--- config.mk ---
export PLATFORM = sky130hd
export DESIGN_NAME = wallace_mult_arbiter
export DESIGN_NICKNAME = d
export VERILOG_FILES = /design/src/rtl/wallace_arb_pkg.sv /design/src/rtl/Wallace_Tree_Multiplier.sv /design/src/rtl/rr_arbiter.sv /design/src/rtl/wallace_mult_arbiter.sv
export SDC_FILE = /design/constraint.sdc
export NUM_CORES = 1
export LEC_CHECK = 0
export ABC_AREA = 1
export CAP_MARGIN = 20
export CELL_PAD_IN_SITES_DETAIL_PLACEMENT = 0
export CELL_PAD_IN_SITES_GLOBAL_PLACEMENT = 1
export CORE_UTILIZATION = 38
export CTS_BUF_LIST = sky130_fd_sc_hd__clkbuf_8
export DETAILED_ROUTE_END_ITERATION = 10
export MAX_ROUTING_LAYER = met4
export PLACE_DENSITY_LB_ADDON = 0.1
export SETUP_SLACK_MARGIN = 0.4
export SLEW_MARGIN = 25
export SYNTH_ARGS = -nofsm -noshare
export SYNTH_HDL_FRONTEND = slang
export SYNTH_HIERARCHICAL = 1
export SYNTH_SLANG_ARGS = --single-unit
--- constraint.sdc ---
create_clock -name clk -period 4.6 [get_ports clk]
set_input_delay 0.46 -clock clk [delete_from_list [all_inputs] [get_ports clk]]
set_output_delay 0.46 -clock clk [all_outputs]
set_load 0.1 [all_outputs]
--- src/rtl/wallace_arb_pkg.sv ---
// Shared constants and FSM encoding for the wallace_mult_arbiter block.
// Optional statistics counters are enabled by defining WALLACE_ARB_STATS_EN.
package wallace_arb_pkg;

   localparam int OPW   = 8;
   localparam int PRODW = 16;

   typedef enum logic [1:0] {
      IDLE = 2'd0,
      EXEC = 2'd1,
      RESP = 2'd2
   } state_t;

endpackage

--- src/rtl/Wallace_Tree_Multiplier.sv ---
// Unsigned 8x8 combinational multiplier: partial products reduced by a
// carry-save (3:2) tree down to two words, then one final carry-propagate add.
module Wallace_Tree_Multiplier
   import wallace_arb_pkg::*;
(
   input  logic [OPW-1:0]   a,
   input  logic [OPW-1:0]   b,
   output logic [PRODW-1:0] p
);

   logic [PRODW-1:0] pp [OPW];

   // {carry, sum}; carry is pre-shifted so both words share the same weight
   function automatic logic [2*PRODW-1:0] csa(input logic [PRODW-1:0] x,
                                              input logic [PRODW-1:0] y,
                                              input logic [PRODW-1:0] z);
      logic [PRODW-1:0] s;
      logic [PRODW-1:0] c;
      s = x ^ y ^ z;
      c = ((x & y) | (x & z) | (y & z)) << 1;
      return {c, s};
   endfunction

   always_comb begin
      for (int i = 0; i < OPW; i++) begin
         pp[i] = b[i] ? (PRODW'(a) << i) : '0;
      end
   end

   logic [2*PRODW-1:0] l1a, l1b, l2a, l2b, l3, l4;

   assign l1a = csa(pp[0], pp[1], pp[2]);
   assign l1b = csa(pp[3], pp[4], pp[5]);
   assign l2a = csa(l1a[PRODW-1:0], l1a[2*PRODW-1:PRODW], l1b[PRODW-1:0]);
   assign l2b = csa(l1b[2*PRODW-1:PRODW], pp[6], pp[7]);
   assign l3  = csa(l2a[PRODW-1:0], l2a[2*PRODW-1:PRODW], l2b[PRODW-1:0]);
   assign l4  = csa(l3[PRODW-1:0], l3[2*PRODW-1:PRODW], l2b[2*PRODW-1:PRODW]);

   assign p = l4[PRODW-1:0] + l4[2*PRODW-1:PRODW];

endmodule

--- src/rtl/rr_arbiter.sv ---
// Round-robin arbiter: the search starts at the requester after the last
// winner; the pointer advances only when a grant is actually issued.
module rr_arbiter #(
   parameter  int NUM_REQ = 4,
   localparam int ID_W    = $clog2(NUM_REQ)
) (
   input  logic               clk,
   input  logic               rst,
   input  logic               en,
   input  logic [NUM_REQ-1:0] req,
   output logic [NUM_REQ-1:0] grant,
   output logic [ID_W-1:0]    idx
);

   logic [ID_W-1:0] ptr;
   logic            found;

   function automatic logic [ID_W-1:0] wrap(input int v);
      if (v >= NUM_REQ) return ID_W'(v - NUM_REQ);
      return ID_W'(v);
   endfunction

   always_comb begin
      found = 1'b0;
      idx   = '0;
      for (int k = 0; k < NUM_REQ; k++) begin
         if (!found && req[wrap(int'(ptr) + k)]) begin
            found = 1'b1;
            idx   = wrap(int'(ptr) + k);
         end
      end
   end

   assign grant = (en && found) ? (NUM_REQ'(1) << idx) : '0;

   always_ff @(posedge clk or negedge rst) begin
      if (!rst) begin
         ptr <= '0;
      end else if (en && found) begin
         ptr <= wrap(int'(idx) + 1);
      end
   end

endmodule

--- src/rtl/wallace_mult_arbiter.sv ---
// Shares one registered Wallace multiplier among NUM_REQ valid/ready clients.
// Define WALLACE_ARB_STATS_EN to add the stat_ops / stat_stall counters.
module wallace_mult_arbiter
   import wallace_arb_pkg::*;
#(
   parameter  int NUM_REQ = 4,
   localparam int ID_W    = $clog2(NUM_REQ)
) (
   input  logic                   clk,
   input  logic                   rst,
   input  logic [NUM_REQ-1:0]     req_valid,
   output logic [NUM_REQ-1:0]     req_ready,
   input  logic [NUM_REQ*OPW-1:0] req_a,
   input  logic [NUM_REQ*OPW-1:0] req_b,
   output logic                   rsp_valid,
   input  logic                   rsp_ready,
   output logic [ID_W-1:0]        rsp_id,
   output logic [PRODW-1:0]       rsp_product,
   output logic                   busy
`ifdef WALLACE_ARB_STATS_EN
   ,
   output logic [31:0]            stat_ops,
   output logic [31:0]            stat_stall
`endif
);

   // Handshake: a transfer happens on a rising edge where valid && ready;
   // a requester holds valid and operands until ready, the response is held
   // stable until rsp_ready.

   state_t               state;
   logic [OPW-1:0]       op_a;
   logic [OPW-1:0]       op_b;
   logic [ID_W-1:0]      id_q;
   logic [PRODW-1:0]     mult_p;
   logic                 arb_en;
   logic [NUM_REQ-1:0]   grant;
   logic [ID_W-1:0]      grant_idx;

   // New work is only accepted when the response slot is free or draining now
   assign arb_en    = rst && ((state == IDLE) || ((state == RESP) && rsp_ready));
   assign req_ready = grant;
   assign busy      = (state != IDLE);

   rr_arbiter #(.NUM_REQ(NUM_REQ)) u_arb (
      .clk   (clk),
      .rst   (rst),
      .en    (arb_en),
      .req   (req_valid),
      .grant (grant),
      .idx   (grant_idx)
   );

   (* DONT_TOUCH = "yes" *)
   Wallace_Tree_Multiplier u_mult (
      .a (op_a),
      .b (op_b),
      .p (mult_p)
   );

   always_ff @(posedge clk or negedge rst) begin
      if (!rst) begin
         state       <= IDLE;
         op_a        <= '0;
         op_b        <= '0;
         id_q        <= '0;
         rsp_valid   <= 1'b0;
         rsp_id      <= '0;
         rsp_product <= '0;
      end else begin
         case (state)
            IDLE: begin
               if (|grant) begin
                  op_a  <= req_a[OPW*grant_idx +: OPW];
                  op_b  <= req_b[OPW*grant_idx +: OPW];
                  id_q  <= grant_idx;
                  state <= EXEC;
               end
            end
            EXEC: begin
               rsp_product <= mult_p;
               rsp_id      <= id_q;
               rsp_valid   <= 1'b1;
               state       <= RESP;
            end
            RESP: begin
               if (rsp_ready) begin
                  rsp_valid <= 1'b0;
                  if (|grant) begin
                     op_a  <= req_a[OPW*grant_idx +: OPW];
                     op_b  <= req_b[OPW*grant_idx +: OPW];
                     id_q  <= grant_idx;
                     state <= EXEC;
                  end else begin
                     state <= IDLE;
                  end
               end
            end
            default: state <= IDLE;
         endcase
      end
   end

`ifdef WALLACE_ARB_STATS_EN
   always_ff @(posedge clk or negedge rst) begin
      if (!rst) begin
         stat_ops   <= '0;
         stat_stall <= '0;
      end else begin
         if (rsp_valid && rsp_ready && (stat_ops != '1)) begin
            stat_ops <= stat_ops + 32'd1;
         end
         if ((state == RESP) && !rsp_ready && (stat_stall != '1)) begin
            stat_stall <= stat_stall + 32'd1;
         end
      end
   end
`endif

endmodule

After elaboration in Yosys (flattened, before gate mapping)
Cells that the tools add are included.

word-level totals
  input bits = 71
  word-level logic and storage cells = 158
  flip-flop bits (word level) = 41

cells by class
  shifts and indexed selects = 3
  reduce and logical (&&, ||, !) cells = 18
  equality and inequality tests = 4
  bitwise logic cells = 42
  order comparisons = 9
  muxes and demuxes = 64
  $add $sub $neg = 10

operator list
  operator                                                              number
  15-bit AND                                                            18
  15-bit bitwise OR                                                     12
  16-bit bitwise XOR                                                    8
  32-bit by 6-bit indexed part select with 8-bit output                 2
  2-bit two-way mux                                                     22
  8-bit two-way mux                                                     5
  8-bit case mux with 2 select lines                                    2
  1-bit two-way mux                                                     20
  16-bit adder                                                          1
  16-bit by 10-bit bitwise XOR with 16-bit output                       1
  16-bit by 13-bit bitwise XOR with 16-bit output                       1
  16-bit by 14-bit bitwise XOR with 16-bit output                       1
  16-bit by 15-bit bitwise XOR with 16-bit output                       1
  15-bit two-way mux                                                    1
  14-bit two-way mux                                                    1
  13-bit two-way mux                                                    1
  3-bit greater-or-equal comparator, second input constant              4
  2-bit by 3-bit < comparator with 1-bit output, second input constant  4
  12-bit two-way mux                                                    1
  11-bit two-way mux                                                    1
  10-bit two-way mux                                                    1
  2-bit by 1-bit subtractor with 2-bit output, second input constant    5
  9-bit two-way mux                                                     1
  1-bit binary-select mux with 2-bit select                             4
  other kinds (19)                                                      32

Logic depth before layout (Yosys ltp)
  depth in word-level cells = 23
  mapped depth = 20

Cells and area by module
Netlist, hierarchy kept.

by module, submodules not included
  module                   sequential area each (µm²)  instances  cells an instance  area an instance (µm²)
  wallace_mult_arbiter     975.9                       1          356                2301.0
  Wallace_Tree_Multiplier  0.0                         1          310                2078.2
  rr_arbiter               50.0                        1          77                 412.9

Least setup slack after synthesis
Ideal clock, no wire load.

  path kind = flip-flop to flip-flop
  start point = reg state[0]
  end point = reg id_q[1]
  data required time = 4.478 ns
  path buffers = 1
  arrival time = 3.980 ns
  stages on the path, launching flop included = 12
  path slack = 0.499 ns
  path through = dfrtp_1 inv_2 nand2_2 a21boi_0 nand2_2 nor3_1 nor2_1 nand2_1 nand2_4 buf_4 nand2_1 o21ai_1

between the ends
  longest elaborated chain between the ends = 10

ends and longest elaborated chain
  what                                    RTL line                                                RTL
  from (decl)                             wallace_mult_arbiter.sv:31                              state_t state;
  from (signal assigned)                  wallace_mult_arbiter.sv:63                              state <= IDLE;
  from (signal assigned)                  wallace_mult_arbiter.sv:77                              state <= EXEC;
  from (signal assigned)                  wallace_mult_arbiter.sv:84                              state <= RESP;
  2-bit == test                           wallace_mult_arbiter.sv:41                              assign arb_en = rst && ((state == IDLE) || ((state == RESP) && rsp_ready));
  1-bit logical AND                       wallace_mult_arbiter.sv:41
  1-bit logical OR (*)                    wallace_mult_arbiter.sv:41
  1-bit logical AND (*)                   wallace_mult_arbiter.sv:41
  via arb_en                              wallace_mult_arbiter.sv:36                              logic arb_en;
  1-bit logical AND (*)                   rr_arbiter.sv:34                                        assign grant = (en && found) ? (NUM_REQ'(1) << idx) : '0;
  4-bit two-way mux (*)                   rr_arbiter.sv:34
  via req_ready[3]                        wallace_mult_arbiter.sv:12                              output logic [NUM_REQ-1:0] req_ready,
  4-bit OR reduction (*)                  wallace_mult_arbiter.sv:73, wallace_mult_arbiter.sv:89
  2-bit two-way mux (*)                   --
  2-bit two-way mux                       --
  2-bit case mux with 2 select lines (*)  wallace_mult_arbiter.sv:71                              case (state)
  to (signal assigned)                    wallace_mult_arbiter.sv:76                              id_q <= grant_idx;
  to (signal assigned)                    wallace_mult_arbiter.sv:92                              id_q <= grant_idx;
  to (decl)                               wallace_mult_arbiter.sv:34                              logic [ID_W-1:0] id_q;

The timed path passes the listed nets; every way through them passes the cells marked *. The select of a mux whose other input is x is not followed.
A chain may end at the register's enable or synchronous reset.

Worst setup path in the final report
  start point = reg op_a[5]
  end point = reg rsp_product[15]

between the ends
  longest elaborated chain between the ends = 14

ends and longest elaborated chain
  what                                             RTL line                       RTL
  from (decl)                                      wallace_mult_arbiter.sv:32     logic [OPW-1:0] op_a;
  from (signal assigned)                           wallace_mult_arbiter.sv:74     op_a <= req_a[OPW*grant_idx +: OPW];
  from (signal assigned)                           wallace_mult_arbiter.sv:90     op_a <= req_a[OPW*grant_idx +: OPW];
  8-bit two-way mux, or another cell as far along  Wallace_Tree_Multiplier.sv:26  pp[i] = b[i] ? (PRODW'(a) << i) : '0;
  15-bit AND                                       Wallace_Tree_Multiplier.sv:20  c = ((x & y) | (x & z) | (y & z)) << 1;
  15-bit bitwise OR (2 in a row)                   Wallace_Tree_Multiplier.sv:20
  15-bit AND                                       Wallace_Tree_Multiplier.sv:20
  15-bit bitwise OR (2 in a row)                   Wallace_Tree_Multiplier.sv:20
  15-bit AND                                       Wallace_Tree_Multiplier.sv:20
  15-bit bitwise OR (2 in a row)                   Wallace_Tree_Multiplier.sv:20
  15-bit AND                                       Wallace_Tree_Multiplier.sv:20
  15-bit bitwise OR (2 in a row)                   Wallace_Tree_Multiplier.sv:20
  16-bit adder (*)                                 Wallace_Tree_Multiplier.sv:39  assign p = l4[PRODW-1:0] + l4[2*PRODW-1:PRODW];
  via mult_p[15]                                   wallace_mult_arbiter.sv:35     logic [PRODW-1:0] mult_p;
  to (signal assigned)                             wallace_mult_arbiter.sv:81     rsp_product <= mult_p;
  to (decl)                                        wallace_mult_arbiter.sv:18     output logic [PRODW-1:0] rsp_product,

The timed path passes the listed nets; every way through them passes the cells marked *.

==> results.ini <==
[placed_design]
dp_cells = 972
routabilityCongestion = 0.942
detailedPlacementHpwl_mm = 9.33
portBuffers = 94

[synthesis]
synth.net_count = 878
ys_warn_count = 6
synthDistinctLibCells = 29
yosysSeqAreaShare = 0.214
synth_area_um2 = 4790
yosys_register_bits = 41
syn_inst = 743
syn-mean-instance-area_um2 = 6.45

[clock_network]
clk-insertion-delay-late_ns = 0.31
sinks_on_clock_net = 41
ctsLongestPathBuffers = 2
cts_hold_repair.buffers = 0
worst_setup_hold_path_clk_slew_ns = 0.09
tritoncts_buffer_count = 5
postCtsSetupRepairBufs = 0
clock_tree.root_cell = sky130_fd_sc_hd__clkbuf_8
clock_tree_from_tritoncts = built
cts_htree_levels = 2

[layout]
syn_to_final_growth_pct = 22.5
finalNetCount = 946
drive_above_1_share = 0.0616
finish.cell_count_without_fillers = 980
antenna-diode-count = 0
num-fill-cells = 1252

[routing]
post_drt_via_cell_ratio = 4.45
wirelength_mm = 11.3
antenna_violating_nets_post_route = 0
route.vias.total = 4357
post-route-drc-count = 0
detailedRoute.firstIterationViolations = 116
routedWlPerCell_um = 11.6
first_pass_iters = 4

[floorplan]
die-height_um = 114
initial_utilization = 0.394
core_area_um2 = 12200
die_w_um = 114
boundaryPins = 95
design.die.area_um2 = 13100
num_rows = 40

[sta]
post_route_skew_ns = 0.0165
fmax_mhz = 249
slew_headroom = 0.341
actual_transition_at_the_worst_max_transition_pin_ns = 0.985
unrepaired_setup_endpoints_after_global_routing = false
report.final.setup_viol = 0
final_period_utilization = 0.874
final-hold-violation-count = 0
report.final.slew_viol_count = 0
fin_tns_setup_ns = 0
final_period_minus_worst_setup_slack_ns = 4.02

[critical_path]
worst-path-max-fanout = 9
crit_path_start_kind = flip-flop
crit_arrival_ns = 4.27
path_cells = nand2_1 > inv_1 > fa_1 > inv_1 > fa_1 > fa_1 > inv_1 > fa_1 > ha_2 > nand2_2 > nor2_2 > nand3_1 > nand3_1 > nand2_1 > nand2_1 > nand3_1 > nand2_1
worst-r2r-setup-slack_ns = 0.58
crit_slowest_cell = sky130_fd_sc_hd__fa_1
path_buf_inv = 3
critical_path_class = reg -> reg
critical_path_required_ns = 4.85
critical_path.top_delay_family = adder cells
slowest_delay_ns = 0.54
timing.critical_path.to_type = flip-flop

[global_routing]
grt_first_pass_wirelength_mm = 19.2
global_route.usage.total = 0.188
grt_antenna_before_repair = 0
grt_pass1_vias = 4174
largest_net_degree_at_the_start_of_global_routing = 43
grt_remaining_overflow = 0

[job]
maxCapViolations = 0

[run_status]
status = completed

[hold_path]
timing.hold.worst.class = in -> async

## per-layer routing
layer,track usage,vias up,share of wire
li1,-,2296,-
met4,0.0537,0,0.017
met5,-,-,0
met3,0.0228,14,0.039
met1,0.239,1936,0.47
met2,0.315,111,0.47
## cell families after synthesis
family	synth area share
AO/OA/AOI/OAI	0.0136
XOR/XNOR	0.00914
adder cells (fa/ha/maj)	0.228
buffers and inverters	0.176
flip-flops	0.214
AND/OR/NAND/NOR	0.359
## synth_stat cells
| master | number | area, um^2 |
|---|---|---|
| sky130_fd_sc_hd__nand2_1 | 306 | 1150 |
| sky130_fd_sc_hd__inv_1 | 165 | 619 |
| sky130_fd_sc_hd__nand3_1 | 68 | 340 |
| sky130_fd_sc_hd__dfrtp_1 | 41 | 1030 |
| sky130_fd_sc_hd__fa_1 | 39 | 781 |
| sky130_fd_sc_hd__ha_1 | 25 | 313 |
| sky130_fd_sc_hd__clkbuf_1 | 16 | 60.1 |
| sky130_fd_sc_hd__nor2_1 | 16 | 60.1 |
| sky130_fd_sc_hd__buf_2 | 10 | 50.1 |
| sky130_fd_sc_hd__nand2_2 | 10 | 62.6 |
| sky130_fd_sc_hd__buf_4 | 7 | 52.6 |
| sky130_fd_sc_hd__inv_2 | 6 | 22.5 |
| sky130_fd_sc_hd__a21oi_1 | 5 | 25.0 |
| sky130_fd_sc_hd__nand3_2 | 4 | 40.0 |
| sky130_fd_sc_hd__xor2_1 | 4 | 35.0 |
| sky130_fd_sc_hd__o21ai_1 | 3 | 15.0 |
| sky130_fd_sc_hd__a31oi_1 | 2 | 12.5 |
| sky130_fd_sc_hd__buf_6 | 2 | 22.5 |
| sky130_fd_sc_hd__nand2_4 | 2 | 22.5 |
| sky130_fd_sc_hd__nand4_1 | 2 | 12.5 |
| sky130_fd_sc_hd__nor2_2 | 2 | 12.5 |
| sky130_fd_sc_hd__a21boi_0 | 1 | 7.51 |
| sky130_fd_sc_hd__inv_4 | 1 | 6.26 |
| sky130_fd_sc_hd__inv_6 | 1 | 8.76 |
| sky130_fd_sc_hd__nor2_4 | 1 | 11.3 |
| sky130_fd_sc_hd__nor3_1 | 1 | 5.00 |
| sky130_fd_sc_hd__o21ai_0 | 1 | 5.00 |
| sky130_fd_sc_hd__or2_2 | 1 | 6.26 |
| sky130_fd_sc_hd__xnor2_1 | 1 | 8.76 |
## through the flow
stage	hold WS, ns	area [um^2]	utilization	worst slack (ns)
CTS	0.216	5860	0.481	0.448
global route	0.249	5870	0.483	0.403
floorplan	0.164	4790	-	0.499
finish	0.196	5870	0.483	0.580
detailed placement	0.459	5760	0.474	0.455
global placement	0.454	5760	0.474	0.487
## placed cells by master (no fill, tap or decap), types with 2 or more instances in the layout
cell type,synthesis,routed
sky130_fd_sc_hd__nor2_1,16,16
sky130_fd_sc_hd__clkbuf_8,0,5
sky130_fd_sc_hd__a21oi_1,5,3
sky130_fd_sc_hd__inv_1,165,165
sky130_fd_sc_hd__fa_1,39,39
sky130_fd_sc_hd__o21ai_1,3,3
sky130_fd_sc_hd__nand2_1,306,306
sky130_fd_sc_hd__nand2_4,2,2
sky130_fd_sc_hd__inv_2,6,6
sky130_fd_sc_hd__ha_1,25,24
sky130_fd_sc_hd__nand3_1,68,68
sky130_fd_sc_hd__nor2_2,2,2
sky130_fd_sc_hd__clkinv_4,0,2
sky130_fd_sc_hd__buf_4,7,6
sky130_fd_sc_hd__clkdlybuf4s50_1,0,89
sky130_fd_sc_hd__dfrtp_2,0,3
sky130_fd_sc_hd__nand2_2,10,10
sky130_fd_sc_hd__a21oi_2,0,2
sky130_fd_sc_hd__xor2_1,4,4
sky130_fd_sc_hd__nand4_1,2,2
sky130_fd_sc_hd__dfrtp_1,41,38
sky130_fd_sc_hd__nand3_2,4,4
## worst register-to-register path, cell delays in order (launching register included)
cell	delay, ns
sky130_fd_sc_hd__dfrtp_1	0.51
sky130_fd_sc_hd__nand2_1	0.11
sky130_fd_sc_hd__inv_1	0.06
sky130_fd_sc_hd__fa_1	0.51
sky130_fd_sc_hd__inv_1	0.06
sky130_fd_sc_hd__fa_1	0.47
sky130_fd_sc_hd__fa_1	0.54
sky130_fd_sc_hd__inv_1	0.05
sky130_fd_sc_hd__fa_1	0.48
sky130_fd_sc_hd__ha_2	0.41
sky130_fd_sc_hd__nand2_2	0.09
sky130_fd_sc_hd__nor2_2	0.13
sky130_fd_sc_hd__nand3_1	0.12
sky130_fd_sc_hd__nand3_1	0.11
sky130_fd_sc_hd__nand2_1	0.05
sky130_fd_sc_hd__nand2_1	0.09
sky130_fd_sc_hd__nand3_1	0.09
sky130_fd_sc_hd__nand2_1	0.11
## registers in the layout, summed over array words and instances, names as in the netlist
register     cells
id_q             2
op_a             8
rsp_id           2
rsp_product     16
state            2
u_arb/ptr        2
rsp_valid        1
op_b             8
## timing repair
action                                  in CTS  in global routing
gates resized for setup                      0                  6
endpoints found under the hold margin        0                  0
endpoints found under the setup margin       0                  4
## cell type report
cell class              count  area (um^2)  area share
multi-input cells         494         2940       0.501
clock buffers               5         68.8      0.0117
well taps                 168          210      0.0358
clock inverters             3         22.5     0.00384
inverters                 173          657       0.112
flip-flops and latches     41         1030       0.175
repair buffers             96          941       0.160
## final timing paths
kind,startpoint,endpoint,depth (start not counted)
max,op_a[5]$_DFFE_PN0P_,rsp_product[15]$_DFFE_PN0P_,17
min,rst,rsp_product[8]$_DFFE_PN0P_,2
max reg2reg,op_a[5]$_DFFE_PN0P_,rsp_product[15]$_DFFE_PN0P_,17
min reg2reg,state[1]$_DFFE_PN0P_,state[1]$_DFFE_PN0P_,1
max in group asynchronous,rst,op_a[6]$_DFFE_PN0P_,2
min in group clk,state[1]$_DFFE_PN0P_,state[1]$_DFFE_PN0P_,1
Power is left out: the tool's default activity adds up to more than one toggle a clock period on the data nets, which glitch-free logic cannot reach.
